**config.mk**
```make
export PLATFORM = sky130hd
export DESIGN_NAME = attn_param_sched
export DESIGN_NICKNAME = d
export VERILOG_FILES = /design/src/rtl/attn_sched_pkg.sv /design/src/rtl/rr_pick.sv /design/src/rtl/attn_param_sched.sv
export SDC_FILE = /design/constraint.sdc
export NUM_CORES = 1
export LEC_CHECK = 0
export ABC_AREA = 1
export BUFFER_PORTS_ARGS = -buffer_cell sky130_fd_sc_hd__buf_4
export CAP_MARGIN = 15
export CORE_AREA = 2 2 212 214
export DETAILED_ROUTE_END_ITERATION = 6
export DIE_AREA = 0 0 214 216
export PLACE_DENSITY = 0.45
export SYNTH_ARGS = -nofsm -noshare
export SYNTH_HDL_FRONTEND = slang
export SYNTH_SLANG_ARGS = --single-unit
```
**constraint.sdc**
```tcl
create_clock -name clk -period 4.5 [get_ports clk]
set_input_delay 1.125 -clock clk [delete_from_list [all_inputs] [get_ports clk]]
set_output_delay 1.125 -clock clk [all_outputs]
set_load 0.01 [all_outputs]
```
**src/rtl/attn_sched_pkg.sv**
```systemverilog
// attn_sched_pkg: shared source ids and scheduler state encoding for attn_param_sched
package attn_sched_pkg;
  localparam int NUM_PARAM_SRC = 14;
  localparam int SRC_W_Q    = 0;
  localparam int SRC_W_K    = 1;
  localparam int SRC_W_V    = 2;
  localparam int SRC_bias_Q = 3;
  localparam int SRC_bias_K = 4;
  localparam int SRC_bias_V = 5;
  localparam int SRC_m_Q    = 6;
  localparam int SRC_m_K    = 7;
  localparam int SRC_m_V    = 8;
  localparam int SRC_e_Q    = 9;
  localparam int SRC_e_K    = 10;
  localparam int SRC_e_V    = 11;
  localparam int SRC_m_C    = 12;
  localparam int SRC_e_C    = 13;
  typedef enum logic [1:0] {IDLE, ARB, XFER, LEND} state_t;
endpackage

```
**src/rtl/rr_pick.sv**
```systemverilog
// rr_pick: combinational round-robin picker, lowest eligible index at or after the pointer
//   elig_i  : eligible mask
//   ptr_i   : round-robin start index
//   grant_o : chosen index (0 when no hit)
//   hit_o   : some source is eligible
module rr_pick #(
  parameter int N = 14,
  parameter int W = $clog2(N)
) (
  input  logic [N-1:0] elig_i,
  input  logic [W-1:0] ptr_i,
  output logic [W-1:0] grant_o,
  output logic         hit_o
);
  // Scan from the farthest offset down so the nearest eligible index wins.
  always_comb begin
    int j;
    j = 0;
    grant_o = '0;
    hit_o = 1'b0;
    for (int k = N - 1; k >= 0; k--) begin
      j = int'(ptr_i) + k;
      j = j >= N ? j - N : j;
      if (elig_i[W'(j)]) begin
        grant_o = W'(j);
        hit_o = 1'b1;
      end
    end
  end
endmodule

```
**src/rtl/attn_param_sched.sv**
```systemverilog
// attn_param_sched: packet round-robin merge of the per-head parameter streams, one packet per source per layer
//   clk, rst (async, active low), start : control
//   s_tdata/s_tvalid/s_tlast/s_tready   : NUM_SRC AXI-stream sources, source i at s_tdata[32i+:32]
//   m_tdata/m_tvalid/m_tlast/m_tready   : merged 32-bit stream
//   m_tid, m_addr                       : granted source and beat index within its packet
//   layer, layer_done, busy, err        : progress, per-layer pulse, activity, sticky overlength flag
module attn_param_sched
  import attn_sched_pkg::*;
#(
  parameter int NUM_SRC   = NUM_PARAM_SRC,
  parameter int LAYERS    = 12,
  parameter int MAX_BEATS = 4096,
  parameter int SRC_W     = $clog2(NUM_SRC)
) (
  input  logic                         clk,
  input  logic                         rst,
  input  logic                         start,
  input  logic [NUM_SRC*32-1:0]        s_tdata,
  input  logic [NUM_SRC-1:0]           s_tvalid,
  input  logic [NUM_SRC-1:0]           s_tlast,
  output logic [NUM_SRC-1:0]           s_tready,
  output logic [31:0]                  m_tdata,
  output logic                         m_tvalid,
  output logic                         m_tlast,
  input  logic                         m_tready,
  output logic [SRC_W-1:0]             m_tid,
  output logic [$clog2(MAX_BEATS)-1:0] m_addr,
  output logic [$clog2(LAYERS)-1:0]    layer,
  output logic                         layer_done,
  output logic                         busy,
  output logic                         err
);
  localparam int AW = $clog2(MAX_BEATS);
  localparam int LW = $clog2(LAYERS);
  state_t state_q, state_d;
  logic [SRC_W-1:0] grant_q, grant_d, ptr_q, ptr_d, pick;
  logic [AW-1:0] addr_q, addr_d;
  logic [LW-1:0] layer_q, layer_d;
  logic [NUM_SRC-1:0] served_q, served_d, served_set;
  logic err_q, err_d, hit, xfer, last_beat, hs;
  rr_pick #(.N(NUM_SRC), .W(SRC_W)) u_pick (
    .elig_i (s_tvalid & ~served_q),
    .ptr_i  (ptr_q),
    .grant_o(pick),
    .hit_o  (hit)
  );
  assign xfer       = state_q == XFER;
  assign last_beat  = addr_q == AW'(MAX_BEATS - 1);
  assign m_tvalid   = xfer & s_tvalid[grant_q];
  // The final beat slot always closes the packet, even without a source tlast.
  assign m_tlast    = xfer & (s_tlast[grant_q] | last_beat);
  assign m_tdata    = xfer ? s_tdata[{grant_q, 5'd0} +: 32] : '0;
  assign s_tready   = xfer ? NUM_SRC'(m_tready) << grant_q : '0;
  assign hs         = m_tvalid & m_tready;
  assign served_set = served_q | NUM_SRC'(1) << grant_q;
  assign m_tid      = grant_q;
  assign m_addr     = addr_q;
  assign layer      = layer_q;
  assign layer_done = state_q == LEND;
  assign busy       = state_q != IDLE;
  assign err        = err_q;
  always_comb begin
    state_d  = state_q;
    grant_d  = grant_q;
    addr_d   = addr_q;
    layer_d  = layer_q;
    served_d = served_q;
    ptr_d    = ptr_q;
    err_d    = err_q;
    case (state_q)
      IDLE: if (start) begin
        state_d  = ARB;
        layer_d  = '0;
        served_d = '0;
        ptr_d    = '0;
        err_d    = 1'b0;
      end
      ARB: if (hit) begin
        grant_d = pick;
        addr_d  = '0;
        state_d = XFER;
      end
      XFER: if (hs) begin
        addr_d = addr_q + 1'b1;
        err_d  = err_q | (last_beat & ~s_tlast[grant_q]);
        if (m_tlast) begin
          served_d = served_set;
          ptr_d    = grant_q == SRC_W'(NUM_SRC - 1) ? '0 : grant_q + 1'b1;
          state_d  = &served_set ? LEND : ARB;
        end
      end
      LEND: begin
        served_d = '0;
        layer_d  = layer_q == LW'(LAYERS - 1) ? '0 : layer_q + 1'b1;
        state_d  = layer_q == LW'(LAYERS - 1) ? IDLE : ARB;
      end
      default: state_d = IDLE;
    endcase
  end
  always_ff @(posedge clk or negedge rst) begin
    if (!rst) begin
      state_q  <= IDLE;
      grant_q  <= '0;
      addr_q   <= '0;
      layer_q  <= '0;
      served_q <= '0;
      ptr_q    <= '0;
      err_q    <= 1'b0;
    end else begin
      state_q  <= state_d;
      grant_q  <= grant_d;
      addr_q   <= addr_d;
      layer_q  <= layer_d;
      served_q <= served_d;
      ptr_q    <= ptr_d;
      err_q    <= err_d;
    end
  end
endmodule
```
==> results of run 1 <==
kinds of logic (layout without fill, tap and decap cells):
logic type | after synthesis | count (layout) | synth area share (%)
compound gates | 535 | 535 | 40.52
xor+xnor | 18 | 18 | 2.407
fa+ha+maj | 26 | 26 | 3.880
buf+inv | 224 | 752 | 10.68
flops | 41 | 41 | 11.96
mux | 1 | 1 | 0.1313
other cells | 0 | 5 | 0
simple gates | 599 | 599 | 30.43
stage by stage:
| stage | setup slack, ns | total power (uW) |
|---|---|---|
| 2_1_floorplan | 1.147 | 6815 |
| 3_3_place_gp | 0.4019 | 10520 |
| 3_5_place_dp | 0.4486 | 10460 |
| 4_1_cts | 0.1170 | 10950 |
| 5_1_grt | 0.07364 | 12120 |
| 6_report | 0.2254 | 11020 |
what timing repair did:
action                                  4_1_cts  5_1_grt
endpoints found under the setup margin        0        1
hold buffers                                  0        0
setup buffers                                 0        2
per-layer routing:
| layer | global-route usage [%] | part of all wire (%) | vias to the layer above |
|---|---|---|---|
| met1 | 35.59 | 43 | 6339 |
| met5 | 0 | 0.025 | - |
| li1 | - | - | 6175 |
| met3 | 3.397 | 6.0 | 55 |
| met2 | 46.89 | 49 | 608 |
| met4 | 5.152 | 1.7 | 2 |
cells in the final DEF (no fill, tap or decap), types with 3 or more instances in the layout:
cell type / instances
buf_4: 597
nand2_1: 369
a22oi_1: 185
inv_1: 120
a21oi_1: 113
o21ai_0: 95
nand3_1: 74
nor2_1: 68
dfrtp_1: 39
a31oi_1: 29
nand2_2: 26
ha_1: 25
o21ai_1: 24
a22o_1: 22
inv_2: 19
nand4_1: 14
o22ai_1: 14
nor3_1: 13
xor2_1: 13
o21ai_2: 11
o211ai_1: 10
nor2_4: 6
a32o_1: 6
diode_2: 5
nor4_1: 5
nand2_4: 5
o31ai_1: 5
clkbuf_16: 5
nor2_2: 4
xor2_2: 4
buf_12: 4
a32oi_1: 3
a21oi_2: 3
nand3b_1: 3
cell type report:
type                       count  share of cell area, %
multi-input combinational   1179                  48.56
timing repair buffer         601                  33.22
sequential                    41                  7.489
tap                          592                  5.394
inverter                     143                  4.000
clock buffer                   5                 0.9111
clock inverter                 3                 0.3371
antenna                        5                0.09111
power by group:
part / total [uW] / switching (uW) / leakage (uW) / internal, uW
logic: 9960 / 6620 / 0.00601 / 3340
clock network: 441 / 178 / 0.0000800 / 263
registers: 628 / 187 / 0.000550 / 440
total: 11000 / 6980 / 0.00664 / 4040
worst paths after layout:
check	slack, ns	end	depth (start not counted)
worst max-delay path	0.23	m_tdata[1]	7
worst min-delay path	0.50	err	1
worst max register to register	0.51	m_addr[6]	21
worst min register to register	0.50	err	1
max in group asynchronous	3.19	m_tid[3]	1
min in group asynchronous	0.84	layer[1]	1
worst max-delay path, delay by kind of cell (launching register included):
family	cells	cell delay, ns
simple gates	1	0.26
buf+inv	2	0.74
flops	1	0.55
compound gates	4	1.28
registers in the layout, indices dropped and copies added (netlist names):
name      cells
ptr_q         4
err           1
m_addr       12
state_q       2
m_tid         4
layer         4
served_q     14
==> results by group, run 1 <==
Finish
  – Layout cells sized above 1: 35.75%
  – Nets: 2,477
  – Utilization after layout: 31.33%
  – Reg area: 0.001028 mm2
  – Multi-input gate area: 0.006669 mm2
  – Final Non-Filler Cells: 2,569
  – Post-route cell area: 0.01373 mm2
  – Layout area overhead: 60.09%
  – # fillers: 4,963

Timing
  – Unrepaired setup endpoints after global routing: no
  – Max Fclk: 0.2339 GHz
  – Final min period: 4.275 ns
  – Hold slack: 0.5021 ns
  – Final cycle utilization of the critical path: 94.99%
  – Clk_skew: 0.007751 ns
  – Rel. slew slack: 40.12%
  – Worst slew pin tran: 0.8888 ns
  – Hold Vio Cnt, Final: 0
  – Setup TNS: 0 ns
  – Final setup viols: 0
  – Slew Viols, Final: 0

Routing
  – Detailed Routing Iterations Pass 1: 6
  – Vias per cell: 5.130
  – 1st-iter DRT viols: 1,262
  – # DRC: 0
  – Via Count: 13,180
  – WL per Instance: 25.30 um
  – Routed Antenna Nets: 0
  – Final Routed Wirelength: 64,990 um

Placed design
  – Hpwl dp: 54,470 um
  – I/O Buffers: 550
  – Placed cell area: 0.01353 mm2
  – GP Congestion: 0.9941
  – Cells after DPL: 2,554

Floorplanning
  – Die Ht: 216 um
  – Core Rows: 77
  – Die area: 0.04622 mm2
  – Die Wd: 214 um
  – Top-Level Pins: 551
  – Initial core utilization: 19.57%
  – Core area: 0.04384 mm2

Outcome
  – Status: completed

Yosys
  – Sequential element share of the synthesized area: 11.96%
  – Syn nets: 1,950
  – Post-synth ARST share: 100.0%
  – Syn. warnings: 0
  – Proportion of netlist area held by the largest area contributor: 16.19%
  – Top cells by count, synth: nand2_1, a22oi_1, inv_1, a21oi_1, o21ai_0
  – Count of cell types in the netlist: 63
  – Largest cells by area after synthesis: a22oi_1, nand2_1, dfrtp_1
  – Avg Cell Area, Syn: 5.941 um2
  – Post-Syn Area: 0.008578 mm2
  – Most instantiated library cell after synthesis: nand2_1
  – Main flop type after synthesis: dfrtp_1
  – FF+latch count, synth: 41
  – Number of synthesized flops with an enable pin: 0
  – Cells after Synth: 1,444
  – Area leader, netlist: a22oi_1

Setup path
  – Worst Path Required: 3.38 ns
  – Worst EP arrival: 3.15 ns
  – Setup crit end kind: primary output
  – CP max stage delay: 0.56 ns
  – Max stage delay cell, worst path: inv_4
  – Beginning of the critical path: m_tid[1]
  – Critical path class: flop to primary output
  – Worst setup SP type: flop
  – CP Max Fanout: 44
  – Critical path cell sequence: nand2_1, inv_4, a22oi_1, a21oi_1, o21ai_0, a31oi_1, buf_4
  – RR Startpoint: ptr_q[0]

Global routing
  – Largest net degree at the start of global routing: 62
  – First-pass GRT wire length: 91,980 um
  – GR Overflow Total: 0
  – All-Layer GR Usage: 26.91%
  – Initial antenna violation count: 11
  – Vias in the first global route: 12,860

Clock tree
  – Clock net sink count: 41
  – Worst-Skew Late Latency: 0.30 ns
  – Root Driver: clkbuf_16
  – CTS tree: built
  – H-tree level count: 2
  – CTS buffer count: 5
  – Clock transition at the registers of the reported paths: 0.07 ns
  – Post-cts sizing count: 0
  – Clock tree buffer depth: 2

Pwr
  – Pleak: 0.006636 uW
  – Max IR drop VDD: 410.9 uV
  – Cell Pwr Density: 802.7 mW/mm2

Run
  – Number of max-cap violations: 0

Worst hold path
  – Hold_sp: err
  – Hold Crit Class: flop to flop
Power figures use the tool's default switching activity.
==> run 2, diff against run 1 <==
- BUFFER_PORTS_ARGS: -buffer_cell sky130_fd_sc_hd__buf_4 -> -buffer_cell sky130_fd_sc_hd__buf_2
==> results by group, run 2 (same netlist as run 1, synthesis figures left out) <==
Routing
  – Vias per cell: 5.128 (was 5.130)
  – Detailed Routing Iterations Pass 1: 7 (was 6)
  – Final Routed Wirelength: 64,320 um (was 64,990 um)
  – Routed Antenna Nets: 0 (unchanged)
  – 1st-iter DRT viols: 1,122 (was 1,262)
  – WL per Instance: 24.85 um (was 25.30 um)
  – # DRC: 0 (unchanged)
  – Via Count: 13,270 (was 13,180)

Finish
  – Most frequent cells in the layout: buf_2, nand2_1, a22oi_1 (was buf_4, nand2_1, a22oi_1)
  – Multi-input gate area: 0.006669 mm2 (unchanged)
  – Layout cells sized above 1: 35.98% (was 35.75%)
  – Most flop-heavy register: served_q (unchanged)
  – Reg area: 0.001028 mm2 (unchanged)
  – Most common cell after layout, fill and taps aside: buf_2 (was buf_4)
  – # fillers: 5,042 (was 4,963)
  – Nets: 2,484 (was 2,477)
  – Layout area overhead: 45.52% (was 60.09%)
  – Max reg flops: 14 (unchanged)

Timing
  – Rel. slew slack: 32.90% (was 40.12%)
  – Slew Viols, Final: 0 (unchanged)
  – Worst slew pin tran: 1.007 ns (was 0.8888 ns)
  – Clk_skew: 0.007610 ns (was 0.007751 ns)
  – Hold Vio Cnt, Final: 0 (unchanged)
  – Final min period: 4.104 ns (was 4.275 ns)
  – Final setup viols: 0 (unchanged)
  – Final cycle utilization of the critical path: 91.19% (was 94.99%)
  – Max Fclk: 0.2437 GHz (was 0.2339 GHz)
  – Hold slack: 0.4890 ns (was 0.5021 ns)
  – Unrepaired setup endpoints after global routing: no (unchanged)
  – Setup TNS: 0 ns (unchanged)

Pwr
  – Comb power frac: 90.2% (was 90.3%)
  – Pleak: 0.006268 uW (was 0.006636 uW)
  – Switch share: 63.56% (was 63.33%)
  – Cell Pwr Density: 874.6 mW/mm2 (was 802.7 mW/mm2)
  – Clock power frac: 4.2% (was 4.0%)
  – Flop pwr share: 5.6% (was 5.7%)
  – Switching power total: 6939 uW (was 6981 uW)
  – Max IR drop VDD: 329.4 uV (was 410.9 uV)
  – Internal power: 3978 uW (was 4043 uW)

Floorplanning
  – Initial core utilization: 19.57% (unchanged)
  – Core area: 0.04384 mm2 (unchanged)
  – Top-Level Pins: 551 (unchanged)
  – Die Wd: 214 um (unchanged)
  – Core Rows: 77 (unchanged)
  – Die Ht: 216 um (unchanged)
  – Die area: 0.04622 mm2 (unchanged)

Run
  – Number of max-cap violations: 0 (unchanged)

Outcome
  – Status: completed (unchanged)

Setup path
  – Top delay family on crit path: compound AO/OA/AOI/OAI gates (unchanged)
  – CP max stage delay: 0.59 ns (was 0.56 ns)
  – Critical path cell sequence: nand2_1, inv_4, buf_12, buf_12, a22oi_1, a21oi_1, o21ai_0, a31oi_1, buf_2 (was nand2_1, inv_4, a22oi_1, a21oi_1, o21ai_0, a31oi_1, buf_4)
  – Worst Path Required: 3.38 ns (about the same)
  – Critical path class: flop to primary output (unchanged)
  – CP Max Fanout: 51 (was 44)
  – Max stage delay cell, worst path: o21ai_0 (was inv_4)
  – Worst EP arrival: 2.98 ns (was 3.15 ns)
  – Crit path top cell by count: buf_12
  – Worst setup SP type: flop (unchanged)
  – Setup crit end kind: primary output (unchanged)
  – Worst path bufs/invs: 4 (was 2)

Clock tree
  – Clock tree buffer depth: 2 (unchanged)
  – H-tree level count: 2 (unchanged)
  – CTS buffer count: 5 (unchanged)
  – Clock net sink count: 41 (unchanged)
  – Clock transition at the registers of the reported paths: 0.06 ns (was 0.07 ns)
  – Worst-Skew Late Latency: 0.28 ns (was 0.30 ns)
  – Post-CTS Setup Bufs: 0 (unchanged)
  – Post-cts sizing count: 0 (unchanged)
  – CTS tree: built (unchanged)
  – Root Driver: clkbuf_16 (unchanged)
  – Post-CTS Hold Fix Bufs: 0 (unchanged)

Global routing
  – GR Overflow Total: 0 (unchanged)
  – Largest net degree at the start of global routing: 94 (was 62)
  – All-Layer GR Usage: 26.54% (was 26.91%)
  – GR peak layer: met2 (unchanged)
  – Met1 usage: 34.94% (was 35.59%)
  – First-pass GRT wire length: 90,330 um (was 91,980 um)
  – Vias in the first global route: 12,960 (was 12,860)
  – GRT met2 Usage: 45.02% (was 46.89%)
  – GRT met3 Usage: 2.396% (was 3.397%)
  – Initial antenna violation count: 31 (was 11)

Worst hold path
  – Hold Crit Class: flop to flop (unchanged)

Placed design
  – Hpwl dp: 54,400 um (was 54,470 um)
  – GP Congestion: 0.9831 (was 0.9941)
  – I/O Buffers: 550 (unchanged)
-- run 2: cell types whose count changed in the layout (fill, tap and decap cells not counted), sizes merged --
| cell | previous run | this run |
|---|---|---|
| diode | 5 | 17 |
| buf | 601 | 608 |
| bufinv | 1 | 2 |
| clkinvlp | 1 | 0 |
-- run 2: layer usage --
layer	part of all wire [%]	vias to the layer above
li1	-	6228
met5	0.030	-
met4	3.3	4
met3	5.5	76
met1	43	6354
met2	48	610
-- run 2: cell type report --
class	count	area share (%)
Tap cell	592	5.934
Timing Repair Buffer	608	26.14
Clock buffer	5	1.002
Clock inverter	3	0.5212
Antenna cell	17	0.3408
Multi-Input combinational cell	1179	53.42
Sequential cell	41	8.239
Inverter	143	4.400
-- run 2: worst paths after layout --
check                               from     endpoint  slack, ns  cells past startpoint
worst max register to register  ptr_q[1]    m_addr[1]       0.58                     19
worst min register to register       err          err       0.49                      1
worst min-delay path                 err          err       0.49                      1
max in group asynchronous            rst     m_tid[3]       2.80                      1
min in group asynchronous            rst  served_q[9]       1.02                      1
worst max-delay path            m_tid[1]  m_tdata[20]       0.40                      9
-- run 2: worst reg2reg max path, cell delays in order, from the launching register on --
cell and delay, ns:
dfrtp_1 0.55, inv_2 0.17, ha_1 0.59, inv_2 0.07, ha_1 0.21, inv_1 0.10, nand2_1 0.09, nand2_1 0.12
nand2_2 0.12, o21ai_0 0.32, nand2_1 0.09, nand3b_1 0.14, nand2_2 0.14, nor4_2 0.42, nand2_2 0.15, nand2_4 0.14
nand2_8 0.08, buf_4 0.15, nand3_1 0.05, o21ai_0 0.09
-- run 2: through the flow --
stage / instance area, um2 / utilization (%) / power (uW) / worst slack, ns / instances
after CTS: 12440 / 28.38 / 10890 / 0.3897 / 2571
final: 12480 / 28.48 / 10920 / 0.3963 / 2588
after floorplan: 8578 / - / 6815 / 1.147 / 1444
after global placement: 12250 / 27.95 / 10440 / 0.5652 / 2563
after global routing: 12480 / 28.47 / 12010 / 0.1418 / 2586
after detailed placement: 12250 / 27.95 / 10380 / 0.6156 / 2563
-- run 2: power groups by stage --
stage / sequential [uW] / combinational, uW / clock [uW]
2_1_floorplan: 546 / 6270 / 0
3_3_place_gp: 610 / 9830 / 0
3_5_place_dp: 611 / 9770 / 0
4_1_cts: 606 / 9810 / 471
5_1_grt: 620 / 10900 / 488
6_report: 610 / 9840 / 464
